`config.mk`:
```
export PLATFORM = sky130hd
export DESIGN_NAME = alu_seq_flat
export DESIGN_NICKNAME = d
export VERILOG_FILES = /design/src/rtl/alu_pkg.sv /design/src/rtl/alu_seq_if.sv /design/src/rtl/seq_mult.sv /design/src/rtl/alu_seq.sv /design/src/flat_wrapper.sv
export SDC_FILE = /design/constraint.sdc
export NUM_CORES = 1
export LEC_CHECK = 0
export CAP_MARGIN = 20
export CELL_PAD_IN_SITES_DETAIL_PLACEMENT = 1
export CELL_PAD_IN_SITES_GLOBAL_PLACEMENT = 1
export CORE_MARGIN = 1
export CORE_UTILIZATION = 49
export DETAILED_ROUTE_END_ITERATION = 6
export GPL_ROUTABILITY_DRIVEN = 0
export GPL_TIMING_DRIVEN = 0
export PLACE_DENSITY = 0.93
export SLEW_MARGIN = 20
export SYNTH_ARGS = -nofsm -noshare
export SYNTH_HDL_FRONTEND = slang
export SYNTH_SLANG_ARGS = --single-unit
```
`constraint.sdc`:
```
create_clock -name clk -period 12.9 [get_ports clk]
set_input_delay 3.225 -clock clk [delete_from_list [all_inputs] [get_ports clk]]
set_output_delay 3.225 -clock clk [all_outputs]
set_load 0.02 [all_outputs]
```
`src/rtl/alu_pkg.sv`:
```
// Shared definitions for the sequential ALU: opcodes, status flag positions and FSM states.
package alu_pkg;

    localparam logic [3:0] OP_NOP   = 4'b0000;
    localparam logic [3:0] OP_ADD   = 4'b0001;
    localparam logic [3:0] OP_SUB   = 4'b0010;
    localparam logic [3:0] OP_NEG   = 4'b0011;
    localparam logic [3:0] OP_NOT   = 4'b0100;
    localparam logic [3:0] OP_OR    = 4'b0101;
    localparam logic [3:0] OP_PASSX = 4'b0110;
    localparam logic [3:0] OP_PASSY = 4'b0111;
    localparam logic [3:0] OP_AND   = 4'b1000;
    localparam logic [3:0] OP_XOR   = 4'b1001;
    localparam logic [3:0] OP_ADC   = 4'b1010;
    localparam logic [3:0] OP_SHL   = 4'b1011;
    localparam logic [3:0] OP_ASR   = 4'b1100;
    localparam logic [3:0] OP_MUL   = 4'b1101;

    localparam int FLAG_C = 3;
    localparam int FLAG_Z = 2;
    localparam int FLAG_V = 1;
    localparam int FLAG_S = 0;

    typedef enum logic [0:0] {
        ST_IDLE = 1'b0,
        ST_MUL  = 1'b1
    } state_t;

    // Opcodes 1110 and 1111 are reserved and flagged as illegal.
    function automatic logic is_reserved(input logic [3:0] op);
        return (op == 4'b1110) || (op == 4'b1111);
    endfunction

endpackage

```
`src/rtl/alu_seq_if.sv`:
```
// Operand/result bundle between the control FSM (master) and the sequential ALU (slave).
interface alu_seq_if #(parameter int WIDTH = 16) ();

    logic             start;
    logic [3:0]       fsel;
    logic [WIDTH-1:0] xybus;
    logic [WIDTH-1:0] y;
    logic             flag_we;
    logic [WIDTH-1:0] zbus;
    logic             cout;
    logic             zout;
    logic             vout;
    logic             sout;
    logic             busy;
    logic             done;
    logic             illegal;

    modport master (
        output start, fsel, xybus, y, flag_we,
        input  zbus, cout, zout, vout, sout, busy, done, illegal
    );

    modport slave (
        input  start, fsel, xybus, y, flag_we,
        output zbus, cout, zout, vout, sout, busy, done, illegal
    );

endinterface

```
`src/rtl/seq_mult.sv`:
```
// Iterative shift-add unsigned multiplier, one partial product per step.
module seq_mult #(
    parameter int WIDTH = 16,
    parameter int CNT_W = $clog2(WIDTH) + 1
) (
    input  logic               clk,
    input  logic               reset,
    input  logic               load,
    input  logic               step,
    input  logic [WIDTH-1:0]   a,
    input  logic [WIDTH-1:0]   b,
    output logic               last,
    output logic [2*WIDTH-1:0] product_next
);

    logic [2*WIDTH-1:0] mcand;
    logic [WIDTH-1:0]   mplier;
    logic [2*WIDTH-1:0] acc;
    logic [CNT_W-1:0]   cnt;

    // The owner samples product_next on the step that makes the count reach WIDTH.
    assign product_next = acc + (mplier[0] ? mcand : '0);
    assign last         = (cnt == CNT_W'(WIDTH - 1));

    always_ff @(posedge clk) begin
        if (!reset) begin
            mcand  <= '0;
            mplier <= '0;
            acc    <= '0;
            cnt    <= '0;
        end else if (load) begin
            mcand  <= {{WIDTH{1'b0}}, a};
            mplier <= b;
            acc    <= '0;
            cnt    <= '0;
        end else if (step) begin
            acc    <= product_next;
            mcand  <= mcand << 1;
            mplier <= mplier >> 1;
            cnt    <= cnt + CNT_W'(1);
        end
    end

endmodule

```
`src/rtl/alu_seq.sv`:
```
// Sequential ALU: single-cycle datapath, C/Z/V/S status register and IDLE/MUL control FSM.
module alu_seq
    import alu_pkg::*;
#(
    parameter int WIDTH = 16,
    parameter int CNT_W = $clog2(WIDTH) + 1
) (
    input  logic     clk,
    input  logic     reset,
    alu_seq_if.slave bus
);

    localparam int MSB = WIDTH - 1;

    state_t             state;
    logic [WIDTH-1:0]   zbus_q;
    logic [3:0]         flags;
    logic               busy_q;
    logic               done_q;
    logic               illegal_q;
    logic               mul_we;

    logic [WIDTH-1:0]   a_op;
    logic [WIDTH-1:0]   b_op;
    logic               cin;
    logic [WIDTH:0]     sum;
    logic               add_v;
    logic [WIDTH-1:0]   res;
    logic               res_c;
    logic               res_v;
    logic               writes_flags;

    logic               accept;
    logic               mul_load;
    logic               mul_last;
    logic [2*WIDTH-1:0] mul_prod;

    assign accept   = (state == ST_IDLE) && bus.start;
    assign mul_load = accept && (bus.fsel == OP_MUL);

    seq_mult #(.WIDTH(WIDTH), .CNT_W(CNT_W)) u_mult (
        .clk          (clk),
        .reset        (reset),
        .load         (mul_load),
        .step         (state == ST_MUL),
        .a            (bus.xybus),
        .b            (bus.y),
        .last         (mul_last),
        .product_next (mul_prod)
    );

    // One shared WIDTH+1 adder serves ADD, SUB, NEG and ADC.
    always_comb begin
        a_op = bus.xybus;
        b_op = bus.y;
        cin  = 1'b0;
        case (bus.fsel)
            OP_SUB:  begin b_op = ~bus.y; cin = 1'b1; end
            OP_NEG:  begin a_op = '0; b_op = ~bus.y; cin = 1'b1; end
            OP_ADC:  cin = flags[FLAG_C];
            default: ;
        endcase
    end

    assign sum   = {1'b0, a_op} + {1'b0, b_op} + {{WIDTH{1'b0}}, cin};
    assign add_v = (a_op[MSB] == b_op[MSB]) && (sum[MSB] != a_op[MSB]);

    always_comb begin
        res          = '0;
        res_c        = 1'b0;
        res_v        = 1'b0;
        writes_flags = 1'b1;
        case (bus.fsel)
            OP_ADD, OP_SUB, OP_ADC: begin
                res   = sum[MSB:0];
                res_c = sum[WIDTH];
                res_v = add_v;
            end
            OP_NEG: begin
                res   = sum[MSB:0];
                res_v = (bus.y == {1'b1, {(WIDTH-1){1'b0}}});
            end
            OP_NOT:   res = ~bus.y;
            OP_OR:    res = bus.xybus | bus.y;
            OP_PASSX: res = bus.xybus;
            OP_PASSY: res = bus.y;
            OP_AND:   res = bus.xybus & bus.y;
            OP_XOR:   res = bus.xybus ^ bus.y;
            OP_SHL: begin
                res   = {bus.xybus[MSB-1:0], 1'b0};
                res_c = bus.xybus[MSB];
                res_v = bus.xybus[MSB] ^ bus.xybus[MSB-1];
            end
            OP_ASR: begin
                res   = {bus.xybus[MSB], bus.xybus[MSB:1]};
                res_c = bus.xybus[0];
            end
            default: writes_flags = 1'b0;
        endcase
    end

    always_ff @(posedge clk) begin
        if (!reset) begin
            state     <= ST_IDLE;
            zbus_q    <= '0;
            flags     <= '0;
            busy_q    <= 1'b0;
            done_q    <= 1'b0;
            illegal_q <= 1'b0;
            mul_we    <= 1'b0;
        end else begin
            done_q    <= 1'b0;
            illegal_q <= 1'b0;
            case (state)
                ST_IDLE: begin
                    if (accept) begin
                        if (bus.fsel == OP_MUL) begin
                            state  <= ST_MUL;
                            busy_q <= 1'b1;
                            mul_we <= bus.flag_we;
                        end else begin
                            done_q <= 1'b1;
                            if (is_reserved(bus.fsel)) begin
                                illegal_q <= 1'b1;
                                zbus_q    <= '0;
                            end else if (bus.fsel != OP_NOP) begin
                                zbus_q <= res;
                            end
                            if (bus.flag_we && writes_flags) begin
                                flags[FLAG_C] <= res_c;
                                flags[FLAG_Z] <= (res == '0);
                                flags[FLAG_V] <= res_v;
                                flags[FLAG_S] <= res[MSB];
                            end
                        end
                    end
                end
                ST_MUL: begin
                    // Starts arriving while busy are dropped, not queued.
                    if (mul_last) begin
                        state  <= ST_IDLE;
                        busy_q <= 1'b0;
                        done_q <= 1'b1;
                        zbus_q <= mul_prod[MSB:0];
                        if (mul_we) begin
                            flags[FLAG_C] <= |mul_prod[2*WIDTH-1:WIDTH];
                            flags[FLAG_Z] <= (mul_prod[MSB:0] == '0);
                            flags[FLAG_V] <= 1'b0;
                            flags[FLAG_S] <= mul_prod[MSB];
                        end
                    end
                end
                default: state <= ST_IDLE;
            endcase
        end
    end

    assign bus.zbus    = zbus_q;
    assign bus.cout    = flags[FLAG_C];
    assign bus.zout    = flags[FLAG_Z];
    assign bus.vout    = flags[FLAG_V];
    assign bus.sout    = flags[FLAG_S];
    assign bus.busy    = busy_q;
    assign bus.done    = done_q;
    assign bus.illegal = illegal_q;

endmodule

```
`src/flat_wrapper.sv`:
```
// flat-port wrapper written by rule: the top's interface ports become plain ports
module alu_seq_flat import alu_pkg::*;
#(
    parameter int WIDTH = 16,
    parameter int CNT_W = $clog2(WIDTH) + 1
)
  (clk, reset, bus_start, bus_fsel, bus_xybus, bus_y, bus_flag_we, bus_zbus, bus_cout, bus_zout, bus_vout, bus_sout, bus_busy, bus_done, bus_illegal);
  alu_seq_if #(.WIDTH(WIDTH)) bus_i ();
  input  logic clk;
  input  logic reset;
  input wire logic [$bits(bus_i.start)-1:0] bus_start;
  input wire logic [$bits(bus_i.fsel)-1:0] bus_fsel;
  input wire logic [$bits(bus_i.xybus)-1:0] bus_xybus;
  input wire logic [$bits(bus_i.y)-1:0] bus_y;
  input wire logic [$bits(bus_i.flag_we)-1:0] bus_flag_we;
  output wire logic [$bits(bus_i.zbus)-1:0] bus_zbus;
  output wire logic [$bits(bus_i.cout)-1:0] bus_cout;
  output wire logic [$bits(bus_i.zout)-1:0] bus_zout;
  output wire logic [$bits(bus_i.vout)-1:0] bus_vout;
  output wire logic [$bits(bus_i.sout)-1:0] bus_sout;
  output wire logic [$bits(bus_i.busy)-1:0] bus_busy;
  output wire logic [$bits(bus_i.done)-1:0] bus_done;
  output wire logic [$bits(bus_i.illegal)-1:0] bus_illegal;
  assign bus_i.start = bus_start;
  assign bus_i.fsel = bus_fsel;
  assign bus_i.xybus = bus_xybus;
  assign bus_i.y = bus_y;
  assign bus_i.flag_we = bus_flag_we;
  assign bus_zbus = bus_i.zbus;
  assign bus_cout = bus_i.cout;
  assign bus_zout = bus_i.zout;
  assign bus_vout = bus_i.vout;
  assign bus_sout = bus_i.sout;
  assign bus_busy = bus_i.busy;
  assign bus_done = bus_i.done;
  assign bus_illegal = bus_i.illegal;
  alu_seq #(.WIDTH(WIDTH), .CNT_W(CNT_W)) u_core (.clk(clk), .reset(reset), .bus(bus_i));
endmodule
```
---- Word-level counts from Yosys, hierarchy flattened ----
Index checks and enable logic that the tools add are counted.
operators by class
  bitwise logic cells ..................... 8
  add/subtract/negate cells ............... 4
  reductions and logical operators ........ 20
  mux-type cells .......................... 37
  equal/unequal tests ..................... 26
operators with widths
  operator                                        count
  two-way mux 16 bit                              11
  one-hot mux 16 bit (9 select lines)             1
  adder 32 bit                                    1
  == test 4 bit (second input constant)           8
  zero test 16 bit                                2
  two-way mux 32 bit                              1
  one-hot mux 16 bit (2 select lines)             1
  two-way mux 4 bit                               5
  adder 16 x 16 -> 17 bit                         1
  adder 17 x 1 -> 17 bit                          1
  AND 16 bit                                      1
  == test 16 bit (second input constant)          1
  == test 4 x 3 -> 1 bit (second input constant)  4
  NOT 16 bit                                      1
  OR 16 bit                                       1
  OR reduction 16 bit                             1
  bitwise XOR 16 bit                              1
  OR reduction 12 bit                             1
  two-way mux 1 bit                               11
  != test 2 bit (second input constant)           5
  == test 4 x 2 -> 1 bit (second input constant)  2
  one-hot mux 1 bit (2 select lines)              4
  one-hot mux 4 bit (2 select lines)              1
  OR reduction 4 bit                              2
  19 further kinds                                27
word-level totals
  bits of input ports ..................... 40
  register bits after elaboration ......... 110
  output and inout port bits .............. 23
  logic and storage cells ................. 107

---- Longest topological paths before layout ----
  word-level depth ........................ 12
  mapped depth ............................ 21
  depth with buffers taken out ............ 17

---- Modules after synthesis ----
A second synthesis with hierarchy kept.
second synthesis, totals
  cells, all modules ...................... 1271
  area total of the unflattened synthesis .. 9882.0 um^2
by module, submodules not included
  module    instances  cells each  seq. area each (um^2)  area each (um^2)
  seq_mult  1          669         1701.6                 5549.1
  alu_seq   1          602         500.5                  4332.9

---- Worst setup path after synthesis ----
No wires, ideal clock.
  kind .................................... input -> register
  start point ............................. input bus_fsel[1]
  end point ............................... register u_core.flags[2]
  setup time .............................. 69 ps
  path slack .............................. 5270 ps
  stages on the path ...................... 20
  required time ........................... 12831 ps
  path buffers ............................ 5
  data arrival time ....................... 7561 ps
  cell sequence ........................... buf_4 buf_2 clkbuf_1 nor2b_1 and2_1 clkbuf_1 buf_1 xnor2_1 fa_1 inv_1 fa_1 a211oi_1 o21bai_1 a31o_2 a2111oi_0 o21bai_1 xnor2_1 o21ai_0 or4_1 o21ai_1
between the ends
  word-level cells in the longest chain between the ends .. 11
  elaborated cells between the ends (all ways) .. 32
  those cells by class .................... add/sub: 2; eq/ne: 15; mux: 9; reduce/logical: 6
ends and longest elaborated chain
  what                                 RTL line                      text
  start: declaration                   flat_wrapper.sv:12            input wire logic [$bits(bus_i.fsel)-1:0] bus_fsel;
  == test 4 x 2 -> 1 bit               alu_seq.sv:57, alu_seq.sv:73
  OR reduction 2 bit (no source line)  n/a
  two-way mux 16 bit                   n/a
  adder 16 x 16 -> 17 bit              alu_seq.sv:65                 assign sum = {1'b0, a_op} + {1'b0, b_op} + {{WIDTH{1'b0}}, cin};
  adder 17 x 1 -> 17 bit               alu_seq.sv:65
  one-hot mux 16 bit (9 select lines)  alu_seq.sv:73                 case (bus.fsel)
  zero test 16 bit                     alu_seq.sv:131                flags[FLAG_Z] <= (res == '0);
  two-way mux 4 bit                    alu_seq.sv:129                if (bus.flag_we && writes_flags) begin
  two-way mux 4 bit                    alu_seq.sv:117                if (bus.fsel == OP_MUL) begin
  two-way mux 4 bit                    alu_seq.sv:116                if (accept) begin
  one-hot mux 4 bit (2 select lines)   alu_seq.sv:114                case (state)
  end signal: indexed assignment       alu_seq.sv:130                flags[FLAG_C] <= res_c;
  end signal: indexed assignment       alu_seq.sv:131
  end signal: indexed assignment       alu_seq.sv:132                flags[FLAG_V] <= res_v;
  end: declaration                     alu_seq.sv:17                 logic [3:0] flags;
Parallel ways exist; a longest one is shown, timed or not. The select of a mux whose other input is x is not followed.
A chain may end at the register's enable or synchronous reset.

---- Worst setup path after layout ----
  start point ............................. input bus_fsel[1]
  end point ............................... register u_core.flags[3]
between the ends
  word-level cells in the longest chain between the ends .. 10
  elaborated cells between the ends (all ways) .. 31
  those cells by class .................... add/sub: 2; eq/ne: 15; mux: 9; reduce/logical: 5
ends and longest elaborated chain
  what                                 RTL line
  == test 4 x 2 -> 1 bit               alu_seq.sv:57, alu_seq.sv:73
  OR reduction 2 bit (no source line)  n/a
  two-way mux 16 bit                   n/a
  adder 16 x 16 -> 17 bit              alu_seq.sv:65
  adder 17 x 1 -> 17 bit               alu_seq.sv:65
  one-hot mux 1 bit (3 select lines)   alu_seq.sv:73
  two-way mux 4 bit                    alu_seq.sv:129
  two-way mux 4 bit                    alu_seq.sv:117
  two-way mux 4 bit                    alu_seq.sv:116
  one-hot mux 4 bit (2 select lines)   alu_seq.sv:114
Parallel ways exist; a longest one is shown, timed or not. The select of a mux whose other input is x is not followed.

==> summary.md <==
| Metric | Value |
|---|---|
| Status | `finished clean` |
| FF-to-FF Start | `u_core.flags[3]$_SDFFE_PN0P_` |
| Worst Clk Skew | `0.0127 ns` |
| Final setup viols | `0` |
| Power Total | `0.866 mW` |
| Starting density of the core | `50.1%` |
| Pwr/cell area | `84.7 nW/µm²` |
| Post-CTS Setup Inserts | `0` |
| Commonest non-fill, non-tap cell in the layout | `nor2_1` |
| Logic pwr share | `25.1%` |
| Post-Layout Inst Area | `10200 µm²` |
| # DRC | `0` |
| Critical-path top delay cell | `buf_1` |
| Total GRT Usage | `38.5%` |
| Cell taking the most area after synthesis | `dfxtp_1` |
| First-pass GRT wire length | `55000 µm` |
| Total Die Area | `18900 µm²` |
| DR vias/cell | `6.79` |
| Die width | `138 µm` |
| EDFF count, synth | `0` |
| Final Max Tran Viols | `0` |
| Filler cell count in the final layout | `2253` |
| Highest routed layer | `met4` |
| Num ports | `63` |
| WL final | `35900 µm` |
| Worst vdd ir | `0.0000665 V` |
| Critical path fanouts, max | `10` |
| Worst EP arrival | `10.27 ns` |
| Hold slack | `0.476 ns` |
| Yosys warnings | `0` |
| Final std cells w/o fill | `1476` |
| Area Overhead vs Synth | `13.5%` |
| Clock share of power | `34.3%` |
| Largest net degree at the start of global routing | `19` |
| Wire length on met3 | `3420 µm` |
| Clk slew on worst S/H paths | `0.08 ns` |
| Critical path required time | `13.13 ns` |
| Antenna viol nets, final | `0` |
| Port bufs | `61` |
| Initial antenna violation count | `0` |
| Hold Path Class | `flop to flop` |
| Number of synthesized register bits | `110` |
| Fin crit share | `77.8%` |
| Synthesized net count | `1293` |
| Simple-Gate Fraction of Synth Area | `20.8%` |
| Hold path start | `u_core.u_mult.acc[14]$_SDFFE_PP0P_` |
| Crit path launch type | `input port` |
| Adder-cell share of the synthesized area | `11.8%` |
| ANT cells | `0` |
| Synth Area in Compound Gates | `28.0%` |
| Commonest cells after routing, fill and taps aside | `113 x nor2_1, 110 x nand2_1, 110 x dfxtp_1, 88 x a21oi_1, 80 x ha_1` |
| Hpwl dp | `26800 µm` |
| TritonCTS buffer count | `9` |
| Number of cell rows | `49` |
| Drt initial violations | `1127` |
| Pleak | `4.00 nW` |
| Sequential area share after synthesis | `24.5%` |
| Post-synthesis mux area share | `3.70%` |
| CP endpoint kind | `flop` |
| Worst relative slew slack | `27.9%` |
| Gates resized, CTS repair | `0` |
| Final Hold Violating Endpoints | `0` |
| Total core area | `18000 µm²` |
| Max incr delay on CP | `0.63 ns` |
| # hold bufs at CTS | `0` |
| Via count | `10017` |
| Max Buffers Root-to-Sink | `2` |
| Post-placement cell count | `1460` |
| CTS tree | `built` |
| Synth top area share | `24.5%` |
| Avg Cell Area, Syn | `7.70 µm²` |
| WS Path Type | `input port to flop` |
| Share of cells above drive strength 1 | `3.21%` |
| Tmin final | `10.04 ns` |
| CTS sink count | `110` |
| Ys flop type | `dfxtp_1` |
| Setup TNS | `0 ns` |
| Insertion delay to the later sink of the worst-skew pair | `0.36 ns` |
| Fmax | `0.0996 GHz` |
| DRT Pass-1 Iters | `7` |
| Flop pwr share | `40.6%` |
| XOR/XNOR Fraction of Synth Area | `5.74%` |
| Met1 WL | `15200 µm` |
| Slew @ Worst Pin | `1.07 ns` |
| Post-DP Area | `9910 µm²` |
| Switching pwr | `0.279 mW` |
| Synth async-reset ratio | `0%` |
| Worst Setup SP | `bus_fsel[1]` |
| Synth area leaders | `dfxtp_1 24%, ha_1 11%, a21oi_1 4.9%, nor2_1 4.7%, nand2_1 4.6%` |
| RSZ-0062 raised after global routing | `no` |
| Switching Share | `32.2%` |
| Max H-tree Level | `3` |
| Final #Nets | `1365` |
| Met2 WL post-DR | `15900 µm` |
| Die Ht | `138 µm` |
| Synth Instances | `1170` |
| Pint | `0.587 mW` |
| Critical-path cell list | `clkdlybuf4s50_1 -> buf_4 -> buf_2 -> clkbuf_1 -> nor2b_1 -> and2_1 -> clkbuf_1 -> buf_1 -> xnor2_1 -> fa_1 -> inv_1 -> fa_1 -> a211oi_1 -> o21bai_1 -> a31o_2 -> a2111oi_0 -> o21ai_0 -> a211oi_1 -> o21ai_0 -> nand2b_1 -> nor4_1 -> nor2_1` |
| Routed WL per cell | `24.3 µm` |
| Vias in the first global route | `9996` |
| Root Buffer | `clkbuf_16` |
| GR Overflow Total | `0` |
| Post-synth cell types | `76` |
| Combinational family with the most area after synthesis | `compound AO/OA/AOI/OAI gates` |
| Max capacitance violation total | `0` |
| Post-synthesis cell area | `9000 µm²` |
[per-layer routing]
metal / global-route usage [%] / vias to the layer above
li1: - / 4442
met1: 50.4 / 4899
met2: 60.1 / 545
met3: 9.12 / 131
met4: 16.5 / 0
met5: 0 / -
[state kept, by name, indices dropped and copies added (netlist names)]
register	count
u_core.state	1
u_core.bus.busy	1
u_core.bus.zbus	16
u_core.bus.done	1
u_core.u_mult.mplier	16
u_core.u_mult.acc	32
u_core.u_mult.cnt	5
u_core.bus.illegal	1
u_core.flags	4
u_core.mul_we	1
u_core.u_mult.mcand	32
[cell type report]
cell class / count / area, µm² / share of cell area (%)
Timing Repair Buffer: 61 / 611 / 5.97
Clock inverter: 5 / 66.3 / 0.649
Inverter: 45 / 169 / 1.65
Clock buffer: 11 / 243 / 2.37
Buffer: 78 / 332 / 3.24
Sequential cell: 110 / 2200 / 21.5
Multi-Input combinational cell: 937 / 6310 / 61.8
Tap cell: 229 / 287 / 2.80
[metrics by stage]
stage / setup WS (ns) / utilization [%]
after global routing: 2.63 / 56.9
after CTS: 3.17 / 56.9
after floorplan: 5.27 / -
after global placement: 2.98 / 55.1
after detailed placement: 2.91 / 55.2
final: 2.86 / 56.9
[power by group through the flow]
stage	registers [mW]	clock network [mW]	logic [mW]
after CTS	0.352	0.297	0.211
after global placement	0.359	0	0.201
after detailed placement	0.359	0	0.209
after floorplan	0.364	0	0.121
after global routing	0.352	0.310	0.232
final	0.352	0.297	0.217
[worst paths after layout]
path,to,slack (ns),cells after the start
hold / removal,u_core.u_mult.acc[14]$_SDFFE_PP0P_,0.48,2
hold reg to reg,u_core.u_mult.acc[14]$_SDFFE_PP0P_,0.48,2
setup / recovery,u_core.flags[3]$_SDFFE_PN0P_,2.86,22
setup reg to reg,u_core.flags[3]$_SDFFE_PN0P_,7.91,15
[synthesized netlist by cell type, drive strengths merged (5+ instances only)]
master,number
nor2,114
nand2,111
dfxtp,110
a21oi,89
o21ai,81
ha,80
clkbuf,59
xnor2,46
inv,44
and2,33
a222oi,32
mux2i,31
a211oi,27
o21a,24
a31oi,23
nand3,22
nand2b,20
buf,19
nor2b,19
a21o,17
nor3,16
o211ai,13
xor2,13
nand4,11
a221oi,9
nor4,8
or3,8
a22oi,6
and3,6
o2111ai,6
o22ai,6
a2111oi,5
[cell families after synthesis]
group	after synthesis
multiplexers	33
buffers and inverters	123
AND/OR/NAND/NOR	386
flip-flops	110
AO/OA/AOI/OAI	376
XOR/XNOR	59
adder cells (fa/ha/maj)	83
[worst max-delay path, delay by kind of cell]
family	cells	cell delay, ns
AO/OA/AOI/OAI	7	2.42
AND/OR/NAND/NOR	5	1.22
buffers and inverters	7	2.47
XOR/XNOR	1	0.23
adder cells (fa/ha/maj)	2	0.70
No activity file was read; power rests on OpenSTA's default activity.
